--- config.mk ---
export PLATFORM = sky130hd
export DESIGN_NAME = apb3_txn_scheduler_flat
export DESIGN_NICKNAME = d
export VERILOG_FILES = /design/src/rtl/apb3_txn_scheduler_pkg.sv /design/src/rtl/apb3_txn_scheduler_if.sv /design/src/rtl/apb3_txn_scheduler_rr_arbiter2.sv /design/src/rtl/apb3_txn_scheduler.sv /design/src/flat_wrapper.sv
export SDC_FILE = /design/constraint.sdc
export NUM_CORES = 1
export LEC_CHECK = 0
export CORE_UTILIZATION = 30
export CTS_BUF_LIST = sky130_fd_sc_hd__clkbuf_8
export DETAILED_ROUTE_END_ITERATION = 7
export GPL_TIMING_DRIVEN = 1
export PLACE_DENSITY = 0.75
export SLEW_MARGIN = 20
export SYNTH_ARGS = -nofsm -noshare
export SYNTH_HDL_FRONTEND = slang
export SYNTH_SLANG_ARGS = --single-unit
--- constraint.sdc ---
create_clock -name ACLK -period 10.4 [get_ports ACLK]
set_clock_uncertainty 0.2 [all_clocks]
set_input_delay 3.12 -clock ACLK [delete_from_list [all_inputs] [get_ports ACLK]]
set_output_delay 3.12 -clock ACLK [all_outputs]
set_load 0.02 [all_outputs]
--- src/rtl/apb3_txn_scheduler_pkg.sv ---
// apb_bridge_pkg: FSM, grant and response encodings shared by apb3_txn_scheduler
// and its round-robin arbiter.
package apb_bridge_pkg;

   typedef enum logic [2:0] {
      IDLE   = 3'd0,
      SETUP  = 3'd1,
      ACCESS = 3'd2,
      WRESP  = 3'd3,
      RRESP  = 3'd4
   } state_t;

   typedef enum logic {
      GNT_WRITE = 1'b0,
      GNT_READ  = 1'b1
   } grant_t;

   localparam logic [1:0] RESP_OKAY   = 2'b00;
   localparam logic [1:0] RESP_SLVERR = 2'b10;

   function automatic logic [1:0] apb_resp(input logic i_slverr);
      return i_slverr ? RESP_SLVERR : RESP_OKAY;
   endfunction

endpackage

--- src/rtl/apb3_txn_scheduler_if.sv ---
// Request/response queues plus APB3 master signals of apb3_txn_scheduler.
// master = scheduler side, slave = front end / APB slave side.
interface apb3_txn_scheduler_if #(
   parameter int ADDRESS    = 32,
   parameter int DATA_WIDTH = 32
);
   logic                  wr_req_valid;
   logic                  wr_req_ready;
   logic [ADDRESS-1:0]    wr_addr;
   logic [DATA_WIDTH-1:0] wr_data;
   logic [3:0]            wr_strb;
   logic                  wr_rsp_valid;
   logic                  wr_rsp_ready;
   logic [1:0]            wr_rsp_resp;
   logic                  rd_req_valid;
   logic                  rd_req_ready;
   logic [ADDRESS-1:0]    rd_addr;
   logic                  rd_rsp_valid;
   logic                  rd_rsp_ready;
   logic [DATA_WIDTH-1:0] rd_rsp_data;
   logic [1:0]            rd_rsp_resp;
   logic [ADDRESS-1:0]    PADDR;
   logic                  PSEL;
   logic                  PENABLE;
   logic                  PWRITE;
   logic [DATA_WIDTH-1:0] PWDATA;
   logic                  PREADY;
   logic [DATA_WIDTH-1:0] PRDATA;
   logic                  PSLVERR;

   modport master (
      input  wr_req_valid, wr_addr, wr_data, wr_strb, wr_rsp_ready,
      input  rd_req_valid, rd_addr, rd_rsp_ready,
      input  PREADY, PRDATA, PSLVERR,
      output wr_req_ready, wr_rsp_valid, wr_rsp_resp,
      output rd_req_ready, rd_rsp_valid, rd_rsp_data, rd_rsp_resp,
      output PADDR, PSEL, PENABLE, PWRITE, PWDATA
   );

   modport slave (
      output wr_req_valid, wr_addr, wr_data, wr_strb, wr_rsp_ready,
      output rd_req_valid, rd_addr, rd_rsp_ready,
      output PREADY, PRDATA, PSLVERR,
      input  wr_req_ready, wr_rsp_valid, wr_rsp_resp,
      input  rd_req_ready, rd_rsp_valid, rd_rsp_data, rd_rsp_resp,
      input  PADDR, PSEL, PENABLE, PWRITE, PWDATA
   );
endinterface

--- src/rtl/apb3_txn_scheduler_rr_arbiter2.sv ---
// rr_arbiter2: two-requester round-robin (write vs read). Combinational grant,
// last_grant register advances only when the granted request is accepted.
module rr_arbiter2
   import apb_bridge_pkg::*;
(
   input  logic   i_clk,
   input  logic   i_rst,
   input  logic   i_req_w,
   input  logic   i_req_r,
   input  logic   i_accept,
   output grant_t o_gnt,
   output logic   o_gnt_valid
);
   grant_t r_last;

   always_comb begin
      o_gnt = GNT_WRITE;
      if (i_req_w && i_req_r) begin
         o_gnt = (r_last == GNT_READ) ? GNT_WRITE : GNT_READ;
      end else if (i_req_r) begin
         o_gnt = GNT_READ;
      end else begin
         o_gnt = GNT_WRITE;
      end
   end

   assign o_gnt_valid = i_req_w | i_req_r;

   // READ after reset so the first tie goes to the write side
   always_ff @(posedge i_clk or posedge i_rst) begin
      if (i_rst) begin
         r_last <= GNT_READ;
      end else if (i_accept) begin
         r_last <= o_gnt;
      end
   end
endmodule

--- src/rtl/apb3_txn_scheduler.sv ---
// apb3_txn_scheduler: one-at-a-time AXI4-Lite request sequencer onto an APB3 master.
// Optional ACCESS watchdog enabled by defining APB_TIMEOUT_EN (limit TIMEOUT_CYCLES).
module apb3_txn_scheduler
   import apb_bridge_pkg::*;
#(
   parameter int ADDRESS    = 32,
   parameter int DATA_WIDTH = 32
`ifdef APB_TIMEOUT_EN
   ,
   parameter int TIMEOUT_CYCLES = 256
`endif
)(
   input  logic                 ACLK,
   input  logic                 ARESET,
   apb3_txn_scheduler_if.master bus
);
   state_t                r_state;
   state_t                w_state_nxt;
   logic [ADDRESS-1:0]    r_paddr;
   logic                  r_pwrite;
   logic [DATA_WIDTH-1:0] r_pwdata;
   logic [1:0]            r_wr_resp;
   logic [1:0]            r_rd_resp;
   logic [DATA_WIDTH-1:0] r_rd_data;
   grant_t                w_gnt;
   logic                  w_gnt_valid;
   logic                  w_idle;
   logic                  w_wr_acc;
   logic                  w_rd_acc;
   logic                  w_full_strb;
   logic                  w_tmo;

   rr_arbiter2 u_arb (
      .i_clk       (ACLK),
      .i_rst       (ARESET),
      .i_req_w     (bus.wr_req_valid),
      .i_req_r     (bus.rd_req_valid),
      .i_accept    (w_wr_acc | w_rd_acc),
      .o_gnt       (w_gnt),
      .o_gnt_valid (w_gnt_valid)
   );

   assign w_idle           = (r_state == IDLE);
   assign bus.wr_req_ready = w_idle && w_gnt_valid && (w_gnt == GNT_WRITE);
   assign bus.rd_req_ready = w_idle && w_gnt_valid && (w_gnt == GNT_READ);
   assign w_wr_acc         = bus.wr_req_valid && bus.wr_req_ready;
   assign w_rd_acc         = bus.rd_req_valid && bus.rd_req_ready;
   // APB3 has no PSTRB, so only full-word writes reach the bus
   assign w_full_strb      = (bus.wr_strb == 4'hF);

`ifdef APB_TIMEOUT_EN
   localparam int               TMO_W    = $clog2(TIMEOUT_CYCLES + 1);
   localparam logic [TMO_W-1:0] TMO_LAST = TMO_W'(TIMEOUT_CYCLES - 1);
   logic [TMO_W-1:0] r_tmo_cnt;

   assign w_tmo = (r_state == ACCESS) && !bus.PREADY && (r_tmo_cnt == TMO_LAST);

   // Counts stalled ACCESS cycles; held at zero outside ACCESS
   always_ff @(posedge ACLK or posedge ARESET) begin
      if (ARESET) begin
         r_tmo_cnt <= {TMO_W{1'b0}};
      end else if (r_state != ACCESS) begin
         r_tmo_cnt <= {TMO_W{1'b0}};
      end else if (!bus.PREADY) begin
         r_tmo_cnt <= r_tmo_cnt + TMO_W'(1);
      end
   end
`else
   assign w_tmo = 1'b0;
`endif

   always_comb begin
      w_state_nxt = r_state;
      case (r_state)
         IDLE: begin
            if (w_wr_acc) begin
               w_state_nxt = w_full_strb ? SETUP : WRESP;
            end else if (w_rd_acc) begin
               w_state_nxt = SETUP;
            end else begin
               w_state_nxt = IDLE;
            end
         end
         SETUP:  w_state_nxt = ACCESS;
         ACCESS: begin
            if (bus.PREADY || w_tmo) begin
               w_state_nxt = r_pwrite ? WRESP : RRESP;
            end else begin
               w_state_nxt = ACCESS;
            end
         end
         WRESP:  w_state_nxt = bus.wr_rsp_ready ? IDLE : WRESP;
         RRESP:  w_state_nxt = bus.rd_rsp_ready ? IDLE : RRESP;
         default: w_state_nxt = IDLE;
      endcase
   end

   always_ff @(posedge ACLK or posedge ARESET) begin
      if (ARESET) begin
         r_state <= IDLE;
      end else begin
         r_state <= w_state_nxt;
      end
   end

   // APB address phase is latched once per grant; responses captured at the end of ACCESS
   always_ff @(posedge ACLK or posedge ARESET) begin
      if (ARESET) begin
         r_paddr   <= {ADDRESS{1'b0}};
         r_pwrite  <= 1'b0;
         r_pwdata  <= {DATA_WIDTH{1'b0}};
         r_wr_resp <= RESP_OKAY;
         r_rd_resp <= RESP_OKAY;
         r_rd_data <= {DATA_WIDTH{1'b0}};
      end else if (w_wr_acc && w_full_strb) begin
         r_paddr  <= bus.wr_addr;
         r_pwrite <= 1'b1;
         r_pwdata <= bus.wr_data;
      end else if (w_wr_acc) begin
         r_wr_resp <= RESP_SLVERR;
      end else if (w_rd_acc) begin
         r_paddr  <= bus.rd_addr;
         r_pwrite <= 1'b0;
         r_pwdata <= {DATA_WIDTH{1'b0}};
      end else if ((r_state == ACCESS) && w_tmo) begin
         if (r_pwrite) begin
            r_wr_resp <= RESP_SLVERR;
         end else begin
            r_rd_resp <= RESP_SLVERR;
            r_rd_data <= {DATA_WIDTH{1'b0}};
         end
      end else if ((r_state == ACCESS) && bus.PREADY) begin
         if (r_pwrite) begin
            r_wr_resp <= apb_resp(bus.PSLVERR);
         end else begin
            r_rd_resp <= apb_resp(bus.PSLVERR);
            r_rd_data <= bus.PRDATA;
         end
      end
   end

   assign bus.PSEL         = (r_state == SETUP) || (r_state == ACCESS);
   assign bus.PENABLE      = (r_state == ACCESS);
   assign bus.PADDR        = r_paddr;
   assign bus.PWRITE       = r_pwrite;
   assign bus.PWDATA       = r_pwdata;
   assign bus.wr_rsp_valid = (r_state == WRESP);
   assign bus.wr_rsp_resp  = r_wr_resp;
   assign bus.rd_rsp_valid = (r_state == RRESP);
   assign bus.rd_rsp_resp  = r_rd_resp;
   assign bus.rd_rsp_data  = r_rd_data;
endmodule
--- src/flat_wrapper.sv ---
// flat-port wrapper written by rule: the top's interface ports become plain ports
module apb3_txn_scheduler_flat import apb_bridge_pkg::*;
#(
   parameter int ADDRESS    = 32,
   parameter int DATA_WIDTH = 32

)
  (ACLK, ARESET, bus_wr_req_valid, bus_wr_addr, bus_wr_data, bus_wr_strb, bus_wr_rsp_ready, bus_rd_req_valid, bus_rd_addr, bus_rd_rsp_ready, bus_PREADY, bus_PRDATA, bus_PSLVERR, bus_wr_req_ready, bus_wr_rsp_valid, bus_wr_rsp_resp, bus_rd_req_ready, bus_rd_rsp_valid, bus_rd_rsp_data, bus_rd_rsp_resp, bus_PADDR, bus_PSEL, bus_PENABLE, bus_PWRITE, bus_PWDATA);
  apb3_txn_scheduler_if #(.ADDRESS(ADDRESS), .DATA_WIDTH(DATA_WIDTH)) bus_i ();
  input  logic ACLK;
  input  logic ARESET;
  input wire logic [$bits(bus_i.wr_req_valid)-1:0] bus_wr_req_valid;
  input wire logic [$bits(bus_i.wr_addr)-1:0] bus_wr_addr;
  input wire logic [$bits(bus_i.wr_data)-1:0] bus_wr_data;
  input wire logic [$bits(bus_i.wr_strb)-1:0] bus_wr_strb;
  input wire logic [$bits(bus_i.wr_rsp_ready)-1:0] bus_wr_rsp_ready;
  input wire logic [$bits(bus_i.rd_req_valid)-1:0] bus_rd_req_valid;
  input wire logic [$bits(bus_i.rd_addr)-1:0] bus_rd_addr;
  input wire logic [$bits(bus_i.rd_rsp_ready)-1:0] bus_rd_rsp_ready;
  input wire logic [$bits(bus_i.PREADY)-1:0] bus_PREADY;
  input wire logic [$bits(bus_i.PRDATA)-1:0] bus_PRDATA;
  input wire logic [$bits(bus_i.PSLVERR)-1:0] bus_PSLVERR;
  output wire logic [$bits(bus_i.wr_req_ready)-1:0] bus_wr_req_ready;
  output wire logic [$bits(bus_i.wr_rsp_valid)-1:0] bus_wr_rsp_valid;
  output wire logic [$bits(bus_i.wr_rsp_resp)-1:0] bus_wr_rsp_resp;
  output wire logic [$bits(bus_i.rd_req_ready)-1:0] bus_rd_req_ready;
  output wire logic [$bits(bus_i.rd_rsp_valid)-1:0] bus_rd_rsp_valid;
  output wire logic [$bits(bus_i.rd_rsp_data)-1:0] bus_rd_rsp_data;
  output wire logic [$bits(bus_i.rd_rsp_resp)-1:0] bus_rd_rsp_resp;
  output wire logic [$bits(bus_i.PADDR)-1:0] bus_PADDR;
  output wire logic [$bits(bus_i.PSEL)-1:0] bus_PSEL;
  output wire logic [$bits(bus_i.PENABLE)-1:0] bus_PENABLE;
  output wire logic [$bits(bus_i.PWRITE)-1:0] bus_PWRITE;
  output wire logic [$bits(bus_i.PWDATA)-1:0] bus_PWDATA;
  assign bus_i.wr_req_valid = bus_wr_req_valid;
  assign bus_i.wr_addr = bus_wr_addr;
  assign bus_i.wr_data = bus_wr_data;
  assign bus_i.wr_strb = bus_wr_strb;
  assign bus_i.wr_rsp_ready = bus_wr_rsp_ready;
  assign bus_i.rd_req_valid = bus_rd_req_valid;
  assign bus_i.rd_addr = bus_rd_addr;
  assign bus_i.rd_rsp_ready = bus_rd_rsp_ready;
  assign bus_i.PREADY = bus_PREADY;
  assign bus_i.PRDATA = bus_PRDATA;
  assign bus_i.PSLVERR = bus_PSLVERR;
  assign bus_wr_req_ready = bus_i.wr_req_ready;
  assign bus_wr_rsp_valid = bus_i.wr_rsp_valid;
  assign bus_wr_rsp_resp = bus_i.wr_rsp_resp;
  assign bus_rd_req_ready = bus_i.rd_req_ready;
  assign bus_rd_rsp_valid = bus_i.rd_rsp_valid;
  assign bus_rd_rsp_data = bus_i.rd_rsp_data;
  assign bus_rd_rsp_resp = bus_i.rd_rsp_resp;
  assign bus_PADDR = bus_i.PADDR;
  assign bus_PSEL = bus_i.PSEL;
  assign bus_PENABLE = bus_i.PENABLE;
  assign bus_PWRITE = bus_i.PWRITE;
  assign bus_PWDATA = bus_i.PWDATA;
  apb3_txn_scheduler #(.ADDRESS(ADDRESS), .DATA_WIDTH(DATA_WIDTH)) u_core (.ACLK(ACLK), .ARESET(ARESET), .bus(bus_i));
endmodule
# Yosys cells after proc, flatten, opt, wreduce, memory -nomap -nowiden
# Index checks and enable logic that the tools add are counted.
dict set report classes {
  addsub 0
  eq_ne 7
  muxes 25
  n_shift 0
  mul 0
  n_bitwise 7
  div 0
  n_lt_le_gt_ge 0
  n_reduce_logical 16
}
# operator count
set ops {}
lappend ops {{$mux W32} 6}
lappend ops {{$pmux W3 S5} 1}
lappend ops {{$mux W2} 7}
lappend ops {{$mux W3} 4}
lappend ops {{$logic_and A1 B1 Y1} 8}
lappend ops {{$mux W1} 7}
lappend ops {{$eq A3 B2 Y1 const B} 2}
lappend ops {{$reduce_bool A2 Y1} 3}
lappend ops {{$not A1 Y1} 5}
lappend ops {{$reduce_and A5 Y1} 1}
lappend ops {{$eq A4 B4 Y1 const B} 1}
lappend ops {{$reduce_and A4 Y1} 1}
lappend ops {{$eq A3 B1 Y1 const B} 1}
lappend ops {{$eq A3 B3 Y1 const B} 1}
lappend ops {{$logic_not A3 Y1} 1}
lappend ops {{$ne A2 B1 Y1 const B} 1}
lappend ops {{$ne A2 B2 Y1 const B} 1}
lappend ops {{$or A1 B1 Y1} 2}
lappend ops {{$reduce_and A2 Y1} 1}
lappend ops {{$logic_or A1 B1 Y1} 1}
dict set report totals {
  latchBits 0
  output_inout_bits 107
  regBits 105
  romBits 0
  wordCells 63
  ramBits 0
  memories 0
  input_bits 140
}

# Depth between registers and ports, before layout
# Gate-level depths: netlist of run 1.
dict set report depth {
  word_depth 8
  depth_mapped 8
  depth_no_buf 5
}

# By module
# From an unflattened synthesis of run 1, not the netlist that was laid out.
dict set report hier_totals {
  cells_unflattened 457
  area_unflattened_um2 4857.2
}
# module n_inst area_each_um2 seq_area_each_um2 cells_per_inst
set by_module_without_submodules {}
lappend by_module_without_submodules {apb3_txn_scheduler 1 4794.6 2552.4 452}
lappend by_module_without_submodules {rr_arbiter2 1 62.6 26.3 5}

# Worst setup path before layout of run 1
# No wires, ideal clock.
dict set report synth_timing {
  path_type {input to output}
  start {input port bus_wr_req_valid}
  end {output port bus_rd_req_ready}
  n_path_buf 1
  path_slack_ns 3.408
  t_arrival_ns 3.672
  path_stages 4
  t_required_ns 7.080
  path_cell_list {nand2_1 > nand3_1 > inv_1 > buf_2}
}
dict set report synth_between {
  elab_chain_len 3
  elab_cells_between_ends 5
  classes_between {mux: 1; bitwise: 1; reduce/logical: 3}
}
# element line
set synth_rtl {}
lappend synth_rtl {{start: declaration} flat_wrapper.sv:12} ;# input wire logic [$bits(bus_i.wr_req_valid)-1:0] bus_wr_req_valid;
lappend synth_rtl {{$or A1 B1 Y1 / $logic_and A1 B1 Y1 (equally long branches)} {apb3_txn_scheduler_rr_arbiter2.sv:27, apb3_txn_scheduler_rr_arbiter2.sv:18}}
lappend synth_rtl {{$logic_and A1 B1 Y1 / $mux W1 (equally long branches)} {apb3_txn_scheduler.sv:45, apb3_txn_scheduler_rr_arbiter2.sv:18}}
lappend synth_rtl {{$logic_and A1 B1 Y1 (*)} apb3_txn_scheduler.sv:45} ;# assign bus.rd_req_ready = w_idle && w_gnt_valid && (w_gnt == GNT_READ);
lappend synth_rtl {{end: declaration} flat_wrapper.sv:26} ;# output wire logic [$bits(bus_i.rd_req_ready)-1:0] bus_rd_req_ready;
# Mark *: on every way between the ends. The rest lies on a longest branch, timed or not.

# Final worst setup path of run 1
# Ends and elaborated chain as after synthesis.

==> flow_summary.ini, run 1 <==
[setup_path]
path_cells = clkdlybuf4s50_1 > nand2_1 > nand3_2 > inv_1 > buf_4 > clkdlybuf4s50_1
required_ns = 7.08
worst_path_largest_cell_delay_ns = 0.68
critical_path_class = in -> out
reg2reg_from = u_core.r_state[0]
r2r_slack_ns = 8.07
cpMostUsedCell = clkdlybuf4s50_1
startpoint_type = primary input
reg2reg_to = u_core.bus.PADDR[0]
endpoint_kind = output pin
worst-path-max-fanout = 33
crit_slowest_cell = clkdlybuf4s50_1
arrival_ns = 4.81
ff2ff_path_depth = 5

[timing]
fin_ws_ns = 2.27
max_freq_mhz = 123
finalCritPeriodShare_pct = 78.1
rsz0062_at_grt = no
report.final.hold_viol_count = 0
fin_tns_setup_ns = 0
setup-violations-final = 0
worstMarginPinSlew_ns = 0.819
drv_slew = 0
min_period_ns = 8.13
relSlewSlack_pct = 45.2

[pwr]
internal_power_mw = 1.08
p_leak_nw = 2.86
p_comb_share_pct = 49.3
p_switching_mw = 0.646
vdd_drop_max_mv = 0.114
pwr-share-seq_pct = 37.4
p_sw_share_pct = 37.4
powerDensity_nw_per_um2 = 247
clkPwrFrac_pct = 13.3

[synth]
syn_inst = 394
yosys_warnings = 0
avgSynthCellArea_um2 = 10.8
async_flop_share_pct = 100
ys_ff_latch = 103
ys_types = 32
synth-main-ff-cell = dfrtp_1
synth_area_um2 = 4270
synth_edf_count = 0
synthTopCellsByArea = dfrtp_1 (60%), nand2_1 (8.9%), mux2_2 (8.2%)
yosys-top-cells-count = dfrtp_1 (102), nand2_1 (101), o21ai_0 (55)
yosysSeqAreaShare_pct = 60.4
yosysTopAreaCellShare_pct = 59.8
yosys.area.top_type = dfrtp_1
synth.most_common_cell = dfrtp_1

[routing]
vias = 3697
drt_iter0_markers = 134
dr.pass1.iters = 4
drt-total-wl_um = 11700
drcViolationCount = 0
ant_nets = 0
wire_per_inst_um = 14.5
avgViaCountPerCell = 4.58

[cts]
cts_setup_buffers = 0
cts_inserted_buffers = 9
cts.clk_slew.worst_paths_ns = 0.09
clk-insertion-delay-late_ns = 0.36
cts_hold_buffers = 0
cts_tree = done
htree_levels = 3
clock-sinks = 103
cts-resized-gates = 0
clk_path_buf_depth = 2
root_buffer = clkbuf_8

[placement]
hpwl_um = 8470
port-buffer-count = 244
dp.cells = 791
place.gp.congestion = 0.777
dp_slack_ns = 2.28

[floorplan]
coreArea_um2 = 13900
die_x_um = 121
initial_core_util_pct = 30.8
fp.dieArea_um2 = 14700
die-height_um = 121
row_count = 43
ios = 247

[grt]
gr-total-overflow = 0
antenna_found_initial = 0
grt_pass1_vias = 3714
grt_max_degree = 130
grt_usage_pct = 16.1
grt_pass1_wl_um = 18300

[cells_and_area]
antenna_cells_inserted = 0
multiInputGateArea_um2 = 1510
drive_gt1_share_pct = 8.93
syn2layout_area_growth_pct = 63.5
final_util_pct = 50.3
nFillCells = 1224
fin_nets = 762
seqCellArea_um2 = 2580
instances_no_fill = 807

[hold_path]
hp-class = reg -> reg
worstHoldEndpoint = u_core.u_arb.r_last
hp-start = u_core.u_arb.r_last
min_path_cells = 2

[status]
status = completed

[run]
drv_cap = 0
==> power by group through the flow <==
stage          combinational [mW]  clock (mW)  sequential, mW
6_report                    0.852       0.229           0.646
2_1_floorplan               0.278           0           0.807
5_1_grt                     0.911       0.252           0.667
3_3_place_gp                0.847           0           0.644
4_1_cts                     0.864       0.239           0.647
3_5_place_dp                0.863           0           0.652
==> stage by stage <==
stage	hold slack, ns	total power [mW]	cell area [um^2]
2_1_floorplan	0.244	1.09	4270
3_3_place_gp	0.257	1.49	6800
3_5_place_dp	0.266	1.51	6800
4_1_cts	0.281	1.75	6980
5_1_grt	0.304	1.83	6980
6_report	0.278	1.73	6980
==> final cells by class <==
cell class | count | area share, %
clock buffers | 11 | 2.17
clock inverters | 5 | 0.359
inverters | 3 | 0.197
multi-input cells | 257 | 21.6
flip-flops and latches | 103 | 36.9
well taps | 180 | 3.23
repair buffers | 248 | 35.5
==> per-layer routing <==
| layer | global-route usage [%] | share of wire (%) | vias to the layer above |
|---|---|---|---|
| li1 | - | - | 1797 |
| met1 | 18.8 | 40 | 1753 |
| met2 | 28.4 | 52 | 131 |
| met3 | 3.20 | 5.5 | 16 |
| met4 | 7.48 | 2.1 | 0 |
| met5 | 0 | 0 | - |
==> kinds of logic (layout without fill, tap and decap cells) <==
| logic type | count (synthesis) | count (layout) | synth area share (%) |
|---|---|---|---|
| and+or+nand+nor | 118 | 118 | 11.9 |
| buffers and inverters | 35 | 267 | 4.51 |
| AOI/OAI and AO/OA | 102 | 102 | 14.0 |
| DFF | 103 | 103 | 60.4 |
| other | 1 | 2 | 0.0878 |
| muxes | 34 | 34 | 8.94 |
| xor gates and xnor gates | 1 | 1 | 0.205 |
==> layout by cell type (no fill, tap or decap), types with 3 or more instances in the layout <==
cell               n
a22oi_1           32
nand2_1          101
mux2_2            31
clkbuf_8          11
inv_1              4
o21ai_1           10
o21ai_0           55
buf_4              3
dfrtp_1          102
clkdlybuf4s50_1  244
==> registers in the layout, summed over array words and instances (netlist names) <==
name                    cells
u_core.bus.PADDR           32
u_core.bus.PWDATA          32
u_core.bus.rd_rsp_data     32
u_core.r_state              3
u_core.bus.PWRITE           1
u_core.bus.rd_rsp_resp      1
u_core.bus.wr_rsp_resp      1
u_core.u_arb.r_last         1
==> worst max-delay path: cells and delay by family <==
family	cells	cell delay, ns
buffers and inverters	4	1.49
and+or+nand+nor	2	0.18
==> how the worst max path moves through the flow <==
stage,depth (start not counted),start,end,slack [ns]
6_report,6,bus_wr_req_valid,bus_rd_req_ready,2.27
5_1_grt,6,bus_wr_req_valid,bus_rd_req_ready,2.16
4_1_cts,6,bus_wr_req_valid,bus_rd_req_ready,2.27
3_5_place_dp,6,bus_wr_req_valid,bus_rd_req_ready,2.28
3_3_place_gp,6,bus_wr_req_valid,bus_rd_req_ready,2.30
2_1_floorplan,4,bus_wr_req_valid,bus_rd_req_ready,3.41
No activity file was read; power rests on OpenSTA's default activity.
==> run 2: changes to the inputs <==
- clock period: 10.4 -> 7.7 ns (I/O delays scaled with it)
==> run 2 against run 1 <==
Setup slack got worse by 1.1 ns. Flip-flop and latch count unchanged. Via count is 0.43% higher. Utilization is 0.072 points higher. Largest power group unchanged. Highest routed layer unchanged.
==> flow_summary.ini, run 2 (synthesis gave the netlist of run 1 again) <==
[status]
status = completed

[cts]
cts_inserted_buffers = 9
cts_setup_buffers = 0
cts_tree = done
clk_path_buf_depth = 2
root_buffer = clkbuf_8
cts_hold_buffers = 0
clock-sinks = 103
clk-insertion-delay-late_ns = 0.36
cts.clk_slew.worst_paths_ns = 0.09
cts-resized-gates = 0
htree_levels = 3

[pwr]
vdd_drop_max_mv = 0.180
power.total_mw = 2.35
p_leak_nw = 2.87
powerDensity_nw_per_um2 = 336

[timing]
fin_tns_setup_ns = 0
min_period_ns = 6.52
finalCritPeriodShare_pct = 84.7
max_freq_mhz = 153
drv_slew = 0
setup-violations-final = 0
worstMarginPinSlew_ns = 0.805
relSlewSlack_pct = 46.2
rsz0062_at_grt = no
report.final.hold_viol_count = 0

[floorplan]
ios = 247
initial_core_util_pct = 30.8
row_count = 43
die-height_um = 121
coreArea_um2 = 13900
die_x_um = 121
fp.dieArea_um2 = 14700

[setup_path]
crit_slowest_cell = clkdlybuf4s50_1
arrival_ns = 4.01
path_buf_inv = 4
path_cells = clkdlybuf4s50_1 > nand2_1 > nand3_2 > inv_1 > buf_4 > clkdlybuf4s50_1
crit_family = buffers and inverters
critical_path_class = in -> out
worst_path_largest_cell_delay_ns = 0.68
endpoint_kind = output pin
cpMostUsedCell = clkdlybuf4s50_1
required_ns = 5.19
worst-path-max-fanout = 33
startpoint_type = primary input

[hold_path]
hp-class = reg -> reg

[placement]
hpwl_um = 8440
port-buffer-count = 244
place.gp.congestion = 0.790

[grt]
antenna_found_initial = 0
grt_pass1_wl_um = 17800
grt_pass1_vias = 3648
grt_usage_pct = 15.7
gr-total-overflow = 0
grt_max_degree = 70

[routing]
ant_nets = 0
wire_per_inst_um = 14.4
drt-total-wl_um = 11600
dr.pass1.iters = 4
avgViaCountPerCell = 4.60
drt_iter0_markers = 112
vias = 3713
drcViolationCount = 0

[cells_and_area]
final_cell_mix = clkdlybuf4s50_1 (244), dfrtp_1 (102), nand2_1 (101)
fin_nets = 762
multiInputGateArea_um2 = 1510
syn2layout_area_growth_pct = 63.7
nFillCells = 1238
final_util_pct = 50.4
layout_commonest_cell = clkdlybuf4s50_1
drive_gt1_share_pct = 8.93
antenna_cells_inserted = 0
seqCellArea_um2 = 2580

[run]
drv_cap = 0
run 2: worst register-to-register path: stages (launching register included):
cell and delay, ns:
dfrtp_1 0.51, nor3_4 0.26, and4_4 0.63, buf_4 0.64, o21ai_0 0.24
run 2: where the power goes:
group / leakage [nW] / internal, mW / total, mW / switching, mW
Sequential: 1.30 / 0.746 / 0.870 / 0.124
Combinational: 1.46 / 0.581 / 1.15 / 0.567
Clock: 0.108 / 0.155 / 0.332 / 0.177
run 2: final timing paths:
check / cells past startpoint / startpoint / slack (ns) / to
hold / removal: 2 / u_core.u_arb.r_last / 0.29 / u_core.u_arb.r_last
setup reg to reg: 4 / u_core.r_state[0] / 5.08 / u_core.bus.PWDATA[7]
setup / recovery: 6 / bus_wr_req_valid / 1.18 / bus_rd_req_ready
min in group asynchronous: 2 / ARESET / 2.13 / u_core.bus.rd_rsp_data[3]
hold reg to reg: 2 / u_core.u_arb.r_last / 0.29 / u_core.u_arb.r_last
max in group asynchronous: 3 / ARESET / 4.02 / u_core.bus.PADDR[21]
run 2: layout make-up:
cell class,instances,area share [%]
Sequential cell,103,36.9
Timing Repair Buffer,248,35.4
Multi-Input combinational cell,257,21.6
Tap cell,180,3.22
Clock buffer,10,1.97
Clock inverter,6,0.752
Inverter,3,0.197
run 2: per-stage QoR:
stage	setup slack (ns)	cell area [um^2]	hold WS [ns]	cells
detailed placement	1.17	6800	0.275	791
finish	1.18	6990	0.287	807
CTS	1.15	6990	0.290	807
floorplan	2.33	4270	0.244	395
global route	1.05	6990	0.300	807
global placement	1.19	6800	0.260	791
run 2: layer usage:
layer	global-route usage (%)	routed length [um]
met1	17.7	4590
met2	27.7	5980
met3	3.57	769
met4	7.72	271
met5	0	0
==> run 3: changes to the inputs <==
- clock period: 7.7 -> 6.8 ns (I/O delays scaled with it)
==> run 3 against run 2 <==
Global-route usage rose by 0.20 points. Register-to-register slack got worse by 0.89 ns. Largest cell class unchanged. Via count rose by 1.2%. Worst hold slack got worse by 0.0063 ns. Highest routed layer unchanged. Setup slack got worse by 0.083 ns.
==> flow_summary.ini, run 3 (synthesis gave the netlist of run 1 again) <==
[floorplan]
coreArea_um2 = 13900
ios = 247
die_x_um = 121
row_count = 43
fp.dieArea_um2 = 14700
die-height_um = 121
initial_core_util_pct = 30.8

[run]
drv_cap = 0

[grt]
grt_pass1_wl_um = 18100
grt_max_degree = 72
antenna_found_initial = 0
top_usage_layer = met2
grt_util_met3_pct = 3.62
grt_usage_pct = 15.9
grtUsageMet1_pct = 18.3
grt_pass1_vias = 3702
gr-total-overflow = 0
grt_use_met2_pct = 27.7

[pwr]
powerDensity_nw_per_um2 = 377
power.total_mw = 2.63
p_leak_nw = 2.85
vdd_drop_max_mv = 0.205

[setup_path]
path_buf_inv = 3
critical_path_class = in -> out
worst-path-max-fanout = 5
crit_family = buffers and inverters
cpMostUsedCell = clkdlybuf4s50_1
arrival_ns = 3.46
startpoint_type = primary input
required_ns = 4.56
crit_slowest_cell = clkdlybuf4s50_1
endpoint_kind = output pin
r2r_slack_ns = 4.19
reg2reg_from = u_core.r_state[0]
path_cells = clkdlybuf4s50_1 > nand2b_1 > nand3_1 > inv_1 > clkdlybuf4s50_1
worst_path_largest_cell_delay_ns = 0.61
ff2ff_path_depth = 4
reg2reg_to = u_core.bus.PWDATA[6]

[hold_path]
hp-class = reg -> reg
min_path_cells = 2
hp-start = u_core.u_arb.r_last
worstHoldEndpoint = u_core.u_arb.r_last

[status]
status = completed

[cts]
cts-resized-gates = 0
root_buffer = clkbuf_8
cts_hold_buffers = 0
clock-sinks = 103
cts_setup_buffers = 0
clk-insertion-delay-late_ns = 0.36
clk_path_buf_depth = 2
cts_tree = done
cts.clk_slew.worst_paths_ns = 0.09
cts_inserted_buffers = 9
htree_levels = 3

[timing]
drv_slew = 0
report.final.hold_viol_count = 0
finalCritPeriodShare_pct = 83.9
rsz0062_at_grt = no
relSlewSlack_pct = 47.3
worstMarginPinSlew_ns = 0.787
max_freq_mhz = 175
min_period_ns = 5.70
fin_tns_setup_ns = 0
setup-violations-final = 0
whs_ns = 0.280

[routing]
dr.pass1.iters = 5
avgViaCountPerCell = 4.66
wire_per_inst_um = 14.6
ant_nets = 0
vias = 3758
drt_iter0_markers = 167
drt-total-wl_um = 11800
drcViolationCount = 0

[cells_and_area]
antenna_cells_inserted = 0
drive_gt1_share_pct = 8.77
final_cell_mix = clkdlybuf4s50_1 (244), dfrtp_1 (102), nand2_1 (101)
syn2layout_area_growth_pct = 63.2
fin_nets = 762
layout_commonest_cell = clkdlybuf4s50_1

[placement]
place.gp.congestion = 0.829
port-buffer-count = 244
hpwl_um = 8580
-- run 3: tightest hold or removal path, stage by stage (launching register included) --
cell     delay (ns)
dfstp_2        0.38
nand2_1        0.05
nand2_1        0.05
-- run 3: worst max-delay path by stage --
| stage | end | startpoint | cells past startpoint |
|---|---|---|---|
| 2_1_floorplan | u_core.bus.PADDR[0] | ARESET | 1 |
| 3_3_place_gp | bus_wr_req_ready | bus_rd_req_valid | 5 |
| 3_5_place_dp | bus_wr_req_ready | bus_rd_req_valid | 5 |
| 4_1_cts | bus_wr_req_ready | bus_rd_req_valid | 5 |
| 5_1_grt | bus_wr_req_ready | bus_rd_req_valid | 5 |
| 6_report | bus_wr_req_ready | bus_rd_req_valid | 5 |
-- run 3: through the flow --
| step | cell area (um^2) | setup WS, ns | std cells | util, % |
|---|---|---|---|---|
| after floorplan | 4270 | 1.86 | 395 | - |
| after global placement | 6800 | 1.12 | 791 | 49.0 |
| after detailed placement | 6800 | 1.12 | 791 | 49.0 |
| after CTS | 6970 | 1.10 | 807 | 50.2 |
| after global routing | 6970 | 1.03 | 807 | 50.2 |
| final | 6970 | 1.10 | 807 | 50.2 |
-- run 3: cell type report --
| cell class | count | area, um^2 |
|---|---|---|
| clock buffers | 9 | 124 |
| inverters | 3 | 13.8 |
| fillers | 1226 | 6910 |
| clock inverters | 7 | 43.8 |
| well taps | 180 | 225 |
| flip-flops and latches | 103 | 2580 |
| repair buffers | 248 | 2470 |
| multi-input cells | 257 | 1510 |
-- run 3: layer usage --
layer / up-vias / share of wire, %
li1: 1794 / -
met1: 1793 / 40
met2: 156 / 51
met3: 15 / 7.0
met4: 0 / 2.1
met5: - / 0
-- run 3: where the power goes --
part	switching, mW	total (mW)	internal (mW)
Sequential	0.141	0.986	0.845
Clock	0.208	0.339	0.131
Combinational	0.646	1.30	0.658
